$ cat src/rtl/led_matrix_scanner.sv
// Row-scanned LED matrix driver: double-buffered frame store, anti-ghost blanking, global PWM.
// All outputs registered; pins follow the scan counters with one cycle of latency.
module led_matrix_scanner #(
    parameter int   ROWS         = 8,
    parameter int   COLS         = 8,
    parameter int   BRIGHT_W     = 4,
    parameter int   STEP_CYCLES  = 64,
    parameter int   BLANK_CYCLES = 2,
    parameter logic ROW_ON_LEVEL = 1'b1,
    parameter logic COL_ON_LEVEL = 1'b0
) (
    input  logic                    clk,
    input  logic                    reset,
    input  logic                    enable,
    input  logic                    wr_en,
    input  logic [$clog2(ROWS)-1:0] wr_row,
    input  logic [COLS-1:0]         wr_data,
    input  logic                    commit,
    input  logic [BRIGHT_W-1:0]     brightness,
    output logic [ROWS-1:0]         row_pins,
    output logic [COLS-1:0]         col_pins,
    output logic                    frame_start,
    output logic                    swap_pending
);

    localparam int SLOT = BLANK_CYCLES + (2 ** BRIGHT_W) * STEP_CYCLES;
    localparam int PW   = $clog2(SLOT);
    localparam int RW   = $clog2(ROWS);
    localparam logic [ROWS-1:0] ROWS_OFF = {ROWS{~ROW_ON_LEVEL}};
    localparam logic [COLS-1:0] COLS_OFF = {COLS{~COL_ON_LEVEL}};

    logic [COLS-1:0]     bank_q [2][ROWS];
    logic [COLS-1:0]     bank_d [2][ROWS];
    logic                front_q, front_d;
    logic                pend_q, pend_d;
    logic [PW-1:0]       phase_q, phase_d;
    logic [RW-1:0]       row_q, row_d;
    logic [BRIGHT_W-1:0] b_q, b_d;
    logic [ROWS-1:0]     row_pins_q, row_pins_d;
    logic [COLS-1:0]     col_pins_q, col_pins_d;
    logic                frame_start_q, frame_start_d;

    logic                last_phase, frame_end, swap, lit;
    logic [COLS-1:0]     pix;

    always_comb begin
        bank_d        = bank_q;
        front_d       = front_q;
        pend_d        = pend_q;
        phase_d       = phase_q;
        row_d         = row_q;
        b_d           = b_q;
        row_pins_d    = ROWS_OFF;
        col_pins_d    = COLS_OFF;
        frame_start_d = 1'b0;

        last_phase = (phase_q == PW'(SLOT - 1));
        frame_end  = enable && last_phase && (row_q == RW'(ROWS - 1));

        if (enable) begin
            if (last_phase) begin
                phase_d = '0;
                row_d   = (row_q == RW'(ROWS - 1)) ? '0 : row_q + 1'b1;
            end else begin
                phase_d = phase_q + 1'b1;
            end
            if (phase_q == '0) begin
                b_d = brightness;
            end
        end

        // A commit landing exactly on frame end swaps immediately without ever pending.
        swap    = frame_end && (pend_q || commit);
        pend_d  = swap ? 1'b0 : (pend_q || commit);
        front_d = front_q ^ swap;

        // Writes use the pre-swap back bank, so a frame-end write becomes visible at once.
        if (wr_en && (32'(wr_row) < ROWS)) begin
            bank_d[~front_q][wr_row] = wr_data;
        end

        lit = enable
              && (32'(phase_q) >= BLANK_CYCLES)
              && (32'(phase_q) < BLANK_CYCLES + 32'(b_q) * STEP_CYCLES);
        pix = bank_q[front_q][row_q];

        if (lit) begin
            row_pins_d[row_q] = ROW_ON_LEVEL;
            col_pins_d        = pix ^ COLS_OFF;
        end

        frame_start_d = enable && (row_q == '0) && (phase_q == '0);
    end

    always_ff @(posedge clk) begin
        if (reset) begin
            bank_q        <= '{default: '0};
            front_q       <= 1'b0;
            pend_q        <= 1'b0;
            phase_q       <= '0;
            row_q         <= '0;
            b_q           <= '0;
            row_pins_q    <= ROWS_OFF;
            col_pins_q    <= COLS_OFF;
            frame_start_q <= 1'b0;
        end else begin
            bank_q        <= bank_d;
            front_q       <= front_d;
            pend_q        <= pend_d;
            phase_q       <= phase_d;
            row_q         <= row_d;
            b_q           <= b_d;
            row_pins_q    <= row_pins_d;
            col_pins_q    <= col_pins_d;
            frame_start_q <= frame_start_d;
        end
    end

    assign row_pins     = row_pins_q;
    assign col_pins     = col_pins_q;
    assign frame_start  = frame_start_q;
    assign swap_pending = pend_q;

endmodule

$ cat config.mk
export PLATFORM = sky130hd
export DESIGN_NAME = led_matrix_scanner
export DESIGN_NICKNAME = d
export VERILOG_FILES = /design/src/rtl/led_matrix_scanner.sv
export SDC_FILE = /design/constraint.sdc
export NUM_CORES = 1
export LEC_CHECK = 0
export ABC_CLOCK_PERIOD_IN_PS = 1700
export BUFFER_PORTS_ARGS = -buffer_cell sky130_fd_sc_hd__buf_2
export CORE_MARGIN = 2
export CORE_UTILIZATION = 40
export DETAILED_ROUTE_END_ITERATION = 16
export PLACE_DENSITY = 0.61
export SLEW_MARGIN = 5
export SYNTH_ARGS = -nofsm -noshare
export SYNTH_HDL_FRONTEND = slang
export SYNTH_SLANG_ARGS = --single-unit
$ cat constraint.sdc
create_clock -name clk -period 1.7 [get_ports clk]
set_input_delay 0.085 -clock clk [delete_from_list [all_inputs] [get_ports clk]]
set_output_delay 0.085 -clock clk [all_outputs]
set_load 0.02 [all_outputs]
Word-level counts from Yosys, hierarchy flattened --
Cells that the tools add are included.
Cells by class: $add $sub $neg 3, $lt $le $gt $ge 10, equality and inequality tests 2, multiplexer cells 15, bitwise operators 8, reduce and logical (&&, ||, !) cells 17
Operators with widths (number):
- $mux W64 | 4
- $bwmux W128 | 1
- $demux W64 S1 | 1
- $bmux W8 S3 | 1
- $demux W8 S3 | 1
- $mux W8 | 3
- $add A11 B1 Y11 const B | 1
- $add A2 B10 Y11 const A | 1
- $eq A11 B11 Y1 const B | 1
- $ge A11 B2 Y1 const B | 1
- $logic_not A11 Y1 | 1
- $lt A11 B11 Y1 | 1
- $mux W11 | 1
- $logic_and A1 B1 Y1 | 10
- $ge A4 B4 Y1 const B | 2
- $not A3 Y4 | 2
- $not A8 Y8 | 1
- $ge A2 B2 Y1 const B | 2
- $lt A3 B4 Y1 const B | 1
- $lt A4 B1 Y1 const B | 1
- $not A1 Y2 | 2
- $reduce_and A2 Y1 | 2
- $reduce_or A2 Y1 | 2
- $add A3 B1 Y3 const B | 1
- 10 further kinds | 11
Storage, ports and cells: register bits 165, word-level logic and storage cells 79

Longest topological paths before layout --
Gate-level depths: netlist of the first run.
depth in word-level cells 8, gate-level depth with buffers 8, gate-level depth less buffers 6

Worst setup path after synthesis of the first run --
Ideal clock, no wire load.
kind reg2reg, from reg front_q, to reg col_pins_q[2], in the netlist col_pins[2], arrival time 1.616 ns, data required time 1.637 ns, path slack 0.021 ns, cell stages (with the launch flop) 9, period minus slack after synthesis 1.679 ns, cells stage by stage dfxtp_1 -> buf_2 -> buf_6 -> buf_4 -> buf_2 -> mux4_2 -> a22oi_1 -> nand2_1 -> nand3_1
On the way: cells in the longest elaborated chain, start to end 8
RTL lines:
- start: declaration | line 34 | logic front_q, front_d;
- start signal: assignment | line 108 | front_q <= front_d;
- $not A1 Y2 (not written as such) | line 85 | pix = bank_q[front_q][row_q];
- $mux W64 (not written as such) (3 in a row) | line 85
- $bmux W8 S3 | line 85
- $mux W8 (not written as such) (2 in a row) | line 85
- $not A8 Y8 (no line)
- end signal: assignment | line 114 | col_pins_q <= col_pins_d;
- end: declaration | line 40 | logic [COLS-1:0] col_pins_q, col_pins_d;
Every way passes these cells. The select of a mux whose other input is x is not followed. A chain may end at the register's enable or synchronous reset.

Final worst setup path of the first run --
from reg phase_q[6], to reg row_pins_q[4], in the netlist row_pins[4]
On the way: cells in the longest elaborated chain, start to end 5, elaborated cells between the ends (all ways) 6, those cells by class order compare: 2; bitwise: 1; reduce/logical: 3
RTL lines:
- start: declaration | line 36 | logic [PW-1:0] phase_q, phase_d;
- start signal: assignment | line 110 | phase_q <= phase_d;
- $ge A11 B2 Y1 | line 83 | && (32'(phase_q) >= BLANK_CYCLES)
- $logic_and A1 B1 Y1 | line 83
- $logic_and A1 B1 Y1 * | line 84 | && (32'(phase_q) < BLANK_CYCLES + 32'(b_q) * STEP_CYCLES);
- $not A1 Y1 (no line) *
- $reduce_or A2 Y1 (no line) *
- end signal: assignment | line 113 | row_pins_q <= row_pins_d;
- end: declaration | line 39 | logic [ROWS-1:0] row_pins_q, row_pins_d;
Mark *: on every way between the ends. The rest lies on a longest branch, timed or not.

==> results.txt, run 1 <==
* Outcome: finished, final reports clean
* Row cnt: around 50
- The setup check on the worst reg-to-reg path leaves a slack of about 0.057 ns.
* Largest net degree at the start of global routing: 87
* P_leak: between 0.003 and 0.004 uW
* Crit path required time: 2.03 ns
- At the placement stage, the worst setup path has a slack of -0.0561 ns.
* Filler Cell Count: 1,641
- DIE AREA: between 15,000 and 20,000 um^2
* Global route total overflow: 0
- Number of instances in the synthesized netlist: between 700 and 800
* TritonRoute pass-1 iters: 4
- Largest fanout on the critical path: 4
* Count of unresolved DRC violations after routing: 0
- The most used flip-flop cell after synthesis is sky130_fd_sc_hd__dfxtp_1.
- Tcrit/Tclk final: a little over nine tenths
- For met2 alone, demand over resource in global routing was 31.2%.
- After synthesis the netlist holds a flip-flop and latch count of about 170.
* Total routing usage reported by global routing: around a fifth
* Post-synthesis sequential area ratio: 45.9%
- # placed instances: 1,019
* Remaining antenna violation count after routing: 0
- The detailed router finished its first iteration with between 200 and 300 violations.
- Summing internal, switching and leakage power gives between 8000 and 9000 uW.
- Post-route cell area: around 9000 um^2
* Worst hold path cell count: 3
- Counting every sink on the clock net gives around 170.
- Clock latency on the worst-skew pair, taken at its later pin, is ~0.44 ns.
* Transition time at the pin with the least slew margin: roughly 0.58 ns
* Final nets: roughly 850
- The worst register-to-register path has a depth of 6.
- Worst slew margin relative to its limit: 61.2%
- Ranked by total cell area, the synthesized netlist is headed by sky130_fd_sc_hd__dfxtp_1 (46%), sky130_fd_sc_hd__mux2i_1 (11%), sky130_fd_sc_hd__mux4_2 (9.4%), sky130_fd_sc_hd__nor2_1 (5.2%), sky130_fd_sc_hd__nand2_1 (4.2%).
* Number of max-slew violations in the final report: 0
- Once placement finished, the instance area stood at just over 8000 um^2.
- GR met3 Demand/Resource: about 3.8%
- The mapped netlist covers between 7000 and 8000 um^2.
- Minimum clock period after layout: around 1.6 ns
- Setup slack on the critical path of the routed design comes to approximately 0.057 ns.
* Startpoint Class: register
* Number of maximum-capacitance violations: 0
* Antenna violations before repair: 0
- The initial utilization of the core area, before any placement, comes to between 40% and 50%.
* Post-Synthesis Mean Instance Area: about 9.7 um^2
* Share of the synthesized area in the top cell type: between 40% and 50%
- Tracing the worst setup path back leads to its startpoint at phase_q[6].
- Post-synth ARST share: 0%
- The first global-routing pass estimated 29,700 um of wire.
- Syn nets: just under 800
* Half-perimeter wire length of the detailed placement result: 12,200 um
* X dimension of the die: 138 um
- The synthesized netlist contains 44 unique library cells.
* Worst hold path type: primary input to register
- Number of buffers inserted by port buffering: 37
* Average routed wire per standard cell: around 18 um
* Setup total negative slack: 0 ns
- After detailed routing, the number of vias per cell comes to 5.30.
- Signed area change from the synthesized netlist to the final layout: 23.0%
- The number of global-route vias before repair came to about 5,300.
- Category of the most critical setup path: register to register
* Commonest non-fill, non-tap cells in the layout: sky130_fd_sc_hd__dfxtp_1 (160), sky130_fd_sc_hd__nor2_1 (98), sky130_fd_sc_hd__nand2_1 (80)
* Final instance count without filler cells: ~1,100
- Crit end category: register
- STA puts the critical path data arrival time at between 1.5 and 2 ns.
- Via total after detailed routing: 5,601
* Max frequency: ~610 MHz
* Capturing point of the worst reg2reg path: row_pins[4]
* Most used routing layer: met2
- Met1 demand-to-capacity share in global routing: a little over a quarter
- CTS max path bufs: 2
- Source of the worst register-to-register timing path: phase_q[6]
* Die outline height: 138 um
* Total number of yosys warnings: 0
- After clock tree synthesis, the clock-pin slew on the worst setup and hold paths is about 0.070 ns.
* RSZ-0062 raised after global routing: yes
* Routability congestion estimate from global placement: about 0.8
- The repair_antennas step left the layout with diodes totalling 0.
- For this block, the routed nets add up to between 15,000 and 20,000 um of wire.
* Io pins: 38
- In this run, synthesis inferred 0 flip-flops with an integrated enable.
- The total area inside the core boundary comes to around 18,000 um^2.
- Power per unit of standard cell area: a little over 900 nW/um^2
- Endpoints failing hold: 0
* Worst-case vdd ir drop: ~740 uV
- Largest area contributor in the netlist: sky130_fd_sc_hd__dfxtp_1
- The clock tree synthesis step divided the H-tree into 4 levels.
- CTS Buf Count: 17
* End point of the critical path: row_pins[4]
* Share of final-layout standard cells stronger than drive strength 1: approximately 25%
* CTS Root Cell: sky130_fd_sc_hd__clkbuf_16
- Final setup vio count: 0
- The library cell used most frequently in the layout, excluding fill and tap cells, is sky130_fd_sc_hd__dfxtp_1.
- CTS tree: yes
- The clock arrives with around 0.0091 ns of skew.
==> cell families (layout without fill, tap and decap cells) <==
kind of cell | after synthesis | count (layout) | synth area share, %
buffers and inverters | 64 | 152 | 3.80
AOI/OAI and AO/OA | 132 | 132 | 10.2
DFF | 165 | 165 | 45.9
adders and majority gates | 11 | 11 | 1.91
and+or+nand+nor | 245 | 245 | 16.0
muxes | 113 | 113 | 21.0
xor gates and xnor gates | 10 | 10 | 1.22
==> where the power goes <==
part	leakage [uW]	switching (uW)	total, uW	internal (uW)
sequential	0.00134	23.7	3930	3910
combinational	0.00188	309	482	173
clock	0.000277	1710	3760	2050
total	0.00349	2040	8180	6130
==> worst min path at each step <==
stage                     slack (ns)         end          start
after detailed placement        0.33      b_q[3]  brightness[3]
after floorplan                 0.23  bank_q[56]     wr_data[0]
after global routing            0.07  bank_q[20]     wr_data[4]
after CTS                       0.05  bank_q[60]     wr_data[4]
final                           0.07  bank_q[60]     wr_data[4]
after global placement          0.33      b_q[1]  brightness[1]
==> metrics by stage <==
stage                     utilization [%]  hold WS (ns)
after detailed placement             45.1         0.326
after CTS                            48.8        0.0460
after global placement               45.1         0.326
after global routing                 49.7        0.0703
final                                49.7        0.0684
after floorplan                         -         0.225
==> timing repair <==
action / 4_1_cts / 5_1_grt
cloned: 0 / 1
pin swaps: 0 / 4
buffers inserted: 0 / 1
hold endpoints to repair: 4 / 0
endpoints found under the setup margin: 12 / 70
hold buffers: 4 / 0
gates resized for setup: 9 / 27
==> metal layers <==
layer / up-vias / wire [um]
met1: 2718 / 8860
met3: 24 / 710
met4: 0 / 279
met5: - / 0
li1: 2756 / -
met2: 103 / 8800
==> critical path, cell delays in order (launching register included) <==
cell                      delay (ns)
sky130_fd_sc_hd__dfxtp_4        0.36
sky130_fd_sc_hd__buf_6          0.12
sky130_fd_sc_hd__ha_4           0.24
sky130_fd_sc_hd__nand2_1        0.05
sky130_fd_sc_hd__a21o_1         0.18
sky130_fd_sc_hd__a211o_4        0.37
sky130_fd_sc_hd__and4_1         0.21
==> sequential cells by signal, summed over array words and instances (netlist names) <==
signal and count:
b_q 4, bank_q 128, col_pins 8, frame_start 1, front_q 1, phase_q 11, row_pins 8, row_q 3
swap_pending 1
==> final cells by class <==
class	count	area (um^2)	share of cell area [%]
Multi-Input combinational cell	511	3760	42.4
Sequential cell	165	3320	37.4
Tap cell	229	287	3.23
Clock inverter	15	145	1.64
Timing Repair Buffer	111	893	10.1
Inverter	9	33.8	0.381
Clock buffer	17	425	4.80
==> synthesized netlist by cell type (2+ instances only) <==
cell type / n
sky130_fd_sc_hd__a21oi_1: 59
sky130_fd_sc_hd__clkbuf_1: 37
sky130_fd_sc_hd__nor4_2: 2
sky130_fd_sc_hd__buf_6: 2
sky130_fd_sc_hd__mux4_2: 30
sky130_fd_sc_hd__o32ai_1: 2
sky130_fd_sc_hd__o21ai_0: 50
sky130_fd_sc_hd__inv_1: 9
sky130_fd_sc_hd__nor3_4: 4
sky130_fd_sc_hd__nor3_1: 3
sky130_fd_sc_hd__and4_1: 4
sky130_fd_sc_hd__ha_1: 11
sky130_fd_sc_hd__a22oi_1: 12
sky130_fd_sc_hd__nor2b_1: 7
sky130_fd_sc_hd__buf_1: 3
sky130_fd_sc_hd__mux2i_1: 81
sky130_fd_sc_hd__buf_2: 12
sky130_fd_sc_hd__nand3_1: 13
sky130_fd_sc_hd__xor2_1: 9
sky130_fd_sc_hd__a2111oi_0: 2
sky130_fd_sc_hd__nand3_2: 2
sky130_fd_sc_hd__and3_1: 3
sky130_fd_sc_hd__nor4_1: 4
sky130_fd_sc_hd__and2_1: 3
sky130_fd_sc_hd__nand4_1: 4
sky130_fd_sc_hd__nand2_1: 80
sky130_fd_sc_hd__mux2_2: 2
sky130_fd_sc_hd__nor2_1: 100
sky130_fd_sc_hd__or3_1: 5
sky130_fd_sc_hd__nand2b_1: 5
sky130_fd_sc_hd__or4_1: 3
sky130_fd_sc_hd__dfxtp_1: 165
Power figures use the tool's default switching activity.
==> run 2: changes to the inputs <==
- CORE_UTILIZATION: 40 -> 55
- PLACE_DENSITY: 0.61 -> 0.79
==> results.txt, run 2 (synthesis results as in run 1) <==
- CTS Root Cell: sky130_fd_sc_hd__clkbuf_16
- Power dissipated by switching net loads: around 1900 uW
- Total chip power: 8730 uW
- The number of slew-limit violations in the final report was 0.
* DIE AREA: ~14,000 um^2
- Tcrit/Tclk final: between 90% and 100%
- X dimension of the die: ~120 um
- Io pins: 38
* Via count of the first global-routing pass: approximately 6,000
* Die outline height: roughly 120 um
- Dividing the detail-routed wire length by the instance count gives ~18 um.
- Worst Hold Margin: roughly 0.07 ns
* Effective utilization at floorplan: 56.6%
* Source-to-sink clock delay at the later pin of the worst-skew pair: ~0.43 ns
- Worst hold path type: primary input to register
* CTS tree: yes
- Largest fanout on the critical path: 11
* Final WL: roughly 18,000 um
- For the worst flop-to-flop path, the logic depth is 5.
- Summed over all layers, the global routing overflow is 0.
- Worst path cell trace: buf_12 > mux4_2 > mux2i_1 > o32ai_1 > nand3_1
* Crit end category: register
* Worst Setup SP: row_q[0]
* Setup total negative slack: 0 ns
- Routability congestion estimate from global placement: 0.848
- The worst-case IR drop observed on VDD is just over 700 uV.
* Setup WS post-layout: 0.0414 ns
- The repair_antennas step left the layout with diodes totalling 0.
* Worst slew margin relative to its limit: ~65%
- Endpoints failing hold: 0
* Crit path required time: about 2 ns
- Category of the most critical setup path: register to register
* Part of the total power dissipated in combinational logic: 5.2%
* Row cnt: 41
- The number of antenna violations at the first check in global routing came to 0.
* Cell with the largest stage delay on the worst path: sky130_fd_sc_hd__mux4_2
- Commonest non-fill, non-tap cells in the layout: sky130_fd_sc_hd__dfxtp_1 (163), sky130_fd_sc_hd__nor2_1 (98), sky130_fd_sc_hd__mux2i_1 (80), sky130_fd_sc_hd__nand2_1 (80), sky130_fd_sc_hd__a21oi_1 (59)
* Share of final-layout standard cells stronger than drive strength 1: between 20 and 25%
* Remaining antenna violation count after routing: 0
- Final nets: roughly 830
- The pre-antenna-repair detailed-routing pass consisted of 5 iterations.
* Max FFs per register: approximately 130
* H-Tree Level Count: 4
* Starting DRC count in detailed routing: 438
* Endpoint arrival time on the critical path: about 2.0 ns
* Vias per cell: approximately 5.9
- Summed over all cells, the static leakage comes to approximately 0.0034 uW.
- Number of maximum-capacitance violations: 0
- Clock network fraction of total power: between 40% and 50%
* Half-perimeter wire length of the detailed placement result: ~12,000 um
- Clock Skews: slightly above 0.007 ns
* Sequential cell fraction of total power: between 40% and 50%
- At the placement stage, the worst setup path has a slack of -0.0854 ns.
- Transition time at the pin with the least slew margin: 0.525 ns
- The largest registers in the layout are bank_q (128), phase_q (11).
- The internal portion of the total power is between 6000 and 7000 uW.
* RSZ-0062 raised after global routing: yes
- Reg with most FFs: bank_q
* Total routing usage reported by global routing: between 20% and 30%
* Minimum clock period after layout: approximately 1.7 ns
- Clock sinks: roughly 170
- Relative to the synthesized area, the layout overhead comes to 19.9%.
- The first global-routing pass estimated between 20,000 and 30,000 um of wire.
- Worst-path clk slew: 0.06 ns
- The run finished with clean final reports.
- In this run the deepest clock path goes through 2 buffers.
- Via total after detailed routing: a little under 6,000
* Switching portion of total power: a little over a fifth
* Capturing point of the worst reg2reg path: col_pins[6]
- Startpoint Class: register
- CTS Buf Count: 17
* R2R setup slack: between 0.04 and 0.05 ns
- Count of unresolved DRC violations after routing: 0
- Standard cell core area: around 13,000 um^2
- The library cell used most frequently in the layout, excluding fill and tap cells, is sky130_fd_sc_hd__dfxtp_1.
- Based on the critical path, the design can be clocked at up to 603 MHz.
* Delay of the slowest cell on the worst path: ~0.53 ns
* Power per unit of standard cell area: roughly 1000 nW/um^2
* Final setup vio count: 0
- In this run the tool buffered the top-level ports with 37 buffer cells.
* End point of the critical path: col_pins[6]
* Largest net degree at the start of global routing: between 100 and 150
* Source of the worst register-to-register timing path: row_q[0]
- Fill cells in the final layout number around 950.
==> run 2: cell count changes in the layout (fill, tap and decap cells not counted), sizes merged <==
cell      delta
clkinvlp     +1
bufinv       +5
buf         -18
clkbuf       +3
inv          -6
clkinv       -3
==> run 2: power by group through the flow <==
| stage | clock network, uW | logic, uW | registers [uW] |
|---|---|---|---|
| final | 4340 | 450 | 3940 |
| after global routing | 4560 | 484 | 3940 |
| after CTS | 4400 | 437 | 3940 |
| after detailed placement | 0 | 424 | 4030 |
| after global placement | 0 | 406 | 4020 |
| after floorplan | 0 | 250 | 4030 |
==> run 2: how the worst min path moves through the flow <==
| stage | cells past startpoint | to | slack [ns] | start |
|---|---|---|---|---|
| after global routing | 3 | bank_q[103] | 0.08 | wr_data[7] |
| after global placement | 3 | b_q[0] | 0.32 | brightness[0] |
| after floorplan | 2 | bank_q[56] | 0.23 | wr_data[0] |
| final | 3 | bank_q[61] | 0.07 | wr_data[5] |
| after detailed placement | 3 | b_q[2] | 0.33 | brightness[2] |
| after CTS | 3 | bank_q[66] | 0.06 | wr_data[2] |
==> run 2: stage by stage <==
| stage | std cells | utilization, % | cell area [um^2] |
|---|---|---|---|
| after floorplan | 740 | - | 7200 |
| after global placement | 943 | 61.5 | 7820 |
| after detailed placement | 943 | 61.5 | 7820 |
| after CTS | 979 | 67.2 | 8550 |
| after global routing | 982 | 67.9 | 8640 |
| final | 982 | 67.9 | 8640 |
==> run 2: layout make-up <==
type                    count  area [um^2]  area share (%)
repair buffers             93          723            8.37
inverters                   9         33.8           0.391
multi-input cells         511         3680            42.7
clock inverters            12          225            2.61
well taps                 172          215            2.49
clock buffers              20          447            5.17
flip-flops and latches    165         3310            38.3
==> run 2: timing repair <==
action / in CTS / in global routing
setup buffers: 0 / 2
gates cloned: 0 / 1
setup endpoints to repair: 9 / 30
endpoints found under the hold margin: 4 / 0
resized for setup: 3 / 11
pin swaps: 0 / 1
hold buffers: 4 / 0
==> run 2: worst max-delay path: cells and delay by family (launching register included) <==
kind            cells  cell delay (ns)
compound gates      1             0.14
buf+inv             1             0.17
flops               1             0.41
mux                 2             0.78
simple gates        1             0.09
==> run 2: layer usage <==
metal	share of wire, %	track usage, %	vias to the layer above
met5	0	0	-
met4	2.1	11.1	0
met3	6.6	5.16	32
li1	-	-	2714
met2	51	44.6	237
met1	41	32.9	2808
